`src/rtl/tone_symbol_sequencer.sv`:
```
// tone_symbol_sequencer: FIFO-fed tone byte player with fixed symbol and gap timing for the 8-tone modulator
module tone_symbol_sequencer #(
    parameter int SYMBOL_CYCLES = 1000000,
    parameter int GAP_CYCLES    = 250000,
    parameter int FIFO_DEPTH    = 4,
    parameter int CNT_W         = 32
) (
    input  logic                          clk,
    input  logic                          rst,
    input  logic                          flush,
    input  logic [7:0]                    in_data,
    input  logic                          in_valid,
    output logic                          in_ready,
    output logic [7:0]                    data_out,
    output logic                          carrier_en,
    output logic                          busy,
    output logic [$clog2(FIFO_DEPTH):0]   fifo_count
);
    localparam int AW = $clog2(FIFO_DEPTH);
    localparam logic [1:0] IDLE = 2'd0, SYMBOL = 2'd1, GAP = 2'd2;
    logic [1:0] state;
    logic [7:0] mem [FIFO_DEPTH];
    logic [AW-1:0] wr_ptr, rd_ptr;
    logic [CNT_W-1:0] cnt;
    logic push, pop, empty, sym_last, gap_last;
    assign empty    = fifo_count == '0;
    assign in_ready = fifo_count != (AW+1)'(FIFO_DEPTH);
    assign busy     = state != IDLE || !empty;
    assign push     = in_valid && in_ready;
    assign sym_last = cnt == CNT_W'(SYMBOL_CYCLES - 1);
    assign gap_last = cnt == CNT_W'(GAP_CYCLES - 1);
    assign pop      = !empty && (state == IDLE || (state == SYMBOL && sym_last && GAP_CYCLES == 0)
                                               || (state == GAP && gap_last));
    always_ff @(posedge clk)
        if (push && rst && !flush) mem[wr_ptr] <= in_data;
    always_ff @(posedge clk) begin
        if (!rst || flush) begin
            state      <= IDLE;
            wr_ptr     <= '0;
            rd_ptr     <= '0;
            fifo_count <= '0;
            cnt        <= '0;
            data_out   <= 8'h00;
            carrier_en <= 1'b0;
        end else begin
            if (push) wr_ptr <= wr_ptr + 1'b1;
            if (pop) rd_ptr <= rd_ptr + 1'b1;
            fifo_count <= fifo_count + (AW+1)'(push) - (AW+1)'(pop);
            // Any pop starts a fresh symbol regardless of which state it came from
            if (pop) begin
                state      <= SYMBOL;
                data_out   <= mem[rd_ptr];
                carrier_en <= 1'b1;
                cnt        <= '0;
            end else if ((state == SYMBOL && !sym_last) || (state == GAP && !gap_last)) begin
                cnt <= cnt + 1'b1;
            end else if (state == SYMBOL && GAP_CYCLES > 0) begin
                state    <= GAP;
                data_out <= 8'h00;
                cnt      <= '0;
            end else begin
                state      <= IDLE;
                data_out   <= 8'h00;
                carrier_en <= 1'b0;
                cnt        <= '0;
            end
        end
    end
endmodule
```
`config.mk`:
```
export PLATFORM = sky130hd
export DESIGN_NAME = tone_symbol_sequencer
export DESIGN_NICKNAME = d
export VERILOG_FILES = /design/src/rtl/tone_symbol_sequencer.sv
export SDC_FILE = /design/constraint.sdc
export NUM_CORES = 1
export LEC_CHECK = 0
export CAP_MARGIN = 10
export CORE_ASPECT_RATIO = 0.7
export CORE_MARGIN = 5
export CORE_UTILIZATION = 62
export DETAILED_ROUTE_END_ITERATION = 7
export PLACE_DENSITY_LB_ADDON = 0.2
export SETUP_SLACK_MARGIN = 0.3
export SLEW_MARGIN = 20
export SYNTH_ARGS = -nofsm -noshare
export SYNTH_HDL_FRONTEND = slang
export SYNTH_SLANG_ARGS = --single-unit
```
`constraint.sdc`:
```
create_clock -name clk -period 6.44 [get_ports clk]
set_input_delay 1.288 -clock clk [delete_from_list [all_inputs] [get_ports clk]]
set_output_delay 1.288 -clock clk [all_outputs]
set_load 0.01 [all_outputs]
```
==> summary.md <==
| Metric | Value |
|---|---|
| CTS Buf Count | `9` |
| Clk root buf | `clkbuf_8` |
| Pre-CTS setup slack | `2980 ps` |
| # placed instances | `about 420` |
| Maxcap violations | `0` |
| Overall Power | `1280 uW` |
| Number of synthesized flops with an enable pin | `32` |
| Worst Path Required | `6680 ps` |
| Routed wire length | `6840 um` |
| Fill cells | `about 400` |
| Initial antenna violation count | `0` |
| Avg Cell Area, Syn | `between 10 and 15 um2` |
| Worst hold path type | `flip-flop to flip-flop` |
| Post-DRT Antenna Nets | `0` |
| TritonRoute pass-1 iters | `4` |
| Ys async rst share | `0%` |
| GRT Util Overall | `20.5%` |
| First-pass GRT wire length | `11500 um` |
| Netlist cell types | `39` |
| Worst rel slew slack | `28.5%` |
| Sequential fraction of the synthesis area | `55.5%` |
| Drt wl/cell | `15.8 um` |
| WL met2 | `2920 um` |
| Leak Pwr | `between 0.001 and 0.0015 uW` |
| Worst-path clk slew | `~80 ps` |
| Die ar. | `7460 um2` |
| Synthesized cell area | `3600 um2` |
| Crit path capture type | `flip-flop` |
| Gr ovfl total | `0` |
| Worst reg2reg path startpoint | `cnt[8]` |
| Worst clock skew | `7.89 ps` |
| Arr. time, crit path | `between 3000 and 4000 ps` |
| Register area | `around 2000 um2` |
| Skew-Pair Late Insertion Delay | `350 ps` |
| Final min period | `between 3000 and 4000 ps` |
| Final worst slack | `3330 ps` |
| Synth Instances | `326` |
| Max Buffers Root-to-Sink | `2` |
| Pwr dens | `a little over 300 nW/um2` |
| Die Wd | `101 um` |
| Syn. warnings | `0` |
| Critical path class | `primary input to flip-flop` |
| Vias in the first global route | `2335` |
| Status | `finished clean` |
| Boundary Pins | `26` |
| Final core utilization | `between 70% and 80%` |
| Max FO, Critical Path | `7` |
| Pin count of the biggest net entering global routing | `41` |
| CTS tree | `yes` |
| Die height | `73.8 um` |
| HPWL after DPL | `4800 um` |
| Area growth, synth to finish | `14.4%` |
| DR DRC count | `0` |
| Fin nets | `approximately 370` |
| Worst-Margin Slew | `1070 ps` |
| Flops & latches, synth | `84` |
| N_diodes | `0` |
| Net Count, Synth | `~350` |
| Max Slew Vio Count | `0` |
| CORE AREA | `5670 um2` |
| Main synth FF type | `dfxtp_1` |
| Commonest non-fill, non-tap cell in the layout | `dfxtp_1` |
| RSZ-0062 raised after global routing | `false` |
| Max Clock Freq | `322 MHz` |
| Post-CTS sizing | `0` |
| Final cell count without fillers | `432` |
| Worst hold start | `cnt[0]` |
| H-Tree Depth | `3` |
| Initial core utilization | `around 64%` |
| DR vias | `2479` |
| # Post-CTS Setup Buffers | `0` |
| Port bufs | `25` |
| Max layer used | `met4` |
| Most frequent cells in the layout | `dfxtp_1 (52), nor2_1 (47), edfxtp_1 (32)` |
| Row count | `23` |
| Multi-input logic area | `1450 um2` |
| Final hold violation count | `0` |
| Fraction of layout cells with a size suffix above 1 | `8.12%` |
| Max VDD drop | `approximately 0.24 mV` |
| Tcrit/Tclk final | `48.2%` |
| # setup viols final | `0` |
| Met1 WL | `around 3300 um` |
| Vias per inst | `~5.7` |
| Clock Sinks | `84` |
| Setup TNS Final | `0 ps` |
| Drt initial violations | `188` |
| Final GP Congestion | `0.798` |
| Post-CTS Hold Buffers | `0` |
| CP startpoint | `in_valid` |
| Met3 routed WL | `526 um` |
| Type of origin of the critical path | `primary input` |
==> synthesized netlist by cell type (8+ instances only) <==
library cell | number | area (um2)
nand2_1 | 18 | 67.6
mux4_2 | 8 | 180
inv_1 | 24 | 90.1
nand3_1 | 12 | 60.1
o22ai_1 | 8 | 50.1
nand4_1 | 17 | 106
xor2_1 | 24 | 210
xnor2_1 | 9 | 78.8
nor3_1 | 10 | 50.1
nor2_1 | 47 | 176
edfxtp_1 | 32 | 961
dfxtp_1 | 52 | 1040
==> cells by family after synthesis <==
family                     count (synthesis)  synth area share (%)
buffers and inverters                     34                  4.41
DFF                                       84                  55.5
and+or+nand+nor                          138                  20.0
muxes                                      8                  5.00
adders and majority gates                  8                  2.98
xor gates and xnor gates                  33                  8.02
AOI/OAI and AO/OA                         21                  4.10
==> power breakdown <==
group          leakage, uW  internal [uW]  switching (uW)
clock             0.000119            258             183
sequential        0.000709            577            29.5
combinational     0.000545            118             110
total              0.00137            954             323
==> path summary, 6_finish.rpt <==
kind | end | slack (ps) | cells after the start
max reg2reg | fifo_count[2] | 3450 | 11
min reg2reg | cnt[0] | 470 | 1
max | fifo_count[2] | 3330 | 10
min | cnt[0] | 470 | 1
==> routing by layer <==
layer | GRT usage (%) | up-vias
met1 | 30.7 | 1188
met3 | 7.02 | 8
met5 | 0 | -
li1 | - | 1201
met4 | 5.01 | 0
met2 | 28.4 | 82
==> area by class of cell <==
type | count | area share [%]
clock buffers | 10 | 3.09
clock inverters | 6 | 2.70
inverters | 24 | 2.18
multi-input cells | 208 | 35.2
flip-flops and latches | 84 | 48.5
well taps | 75 | 2.27
repair buffers | 25 | 6.07
==> sequential cells by signal, indices dropped and copies added (netlist names), named ones only <==
name and count:
mem 32, fifo_count 3, rd_ptr 2, cnt 32
carrier_en 1, wr_ptr 2, state 2, data_out 8
==> worst max-delay path, stage by stage <==
cell and delay [ps]:
clkdlybuf4s50_1 450, and2_1 240, inv_1 110, ha_1 290, inv_1 40, ha_1 180
fa_1 380, xnor2_1 170, xnor2_1 140, nor2_1 60
==> metrics by stage <==
stage                     cell area (um2)  hold WS, ps
after global routing                 4130          500
after detailed placement             3880          453
final                                4130          468
after floorplan                      3600          429
after global placement               3880          440
after CTS                            4120          472
Note: power is estimated with default switching activity, not from simulation.
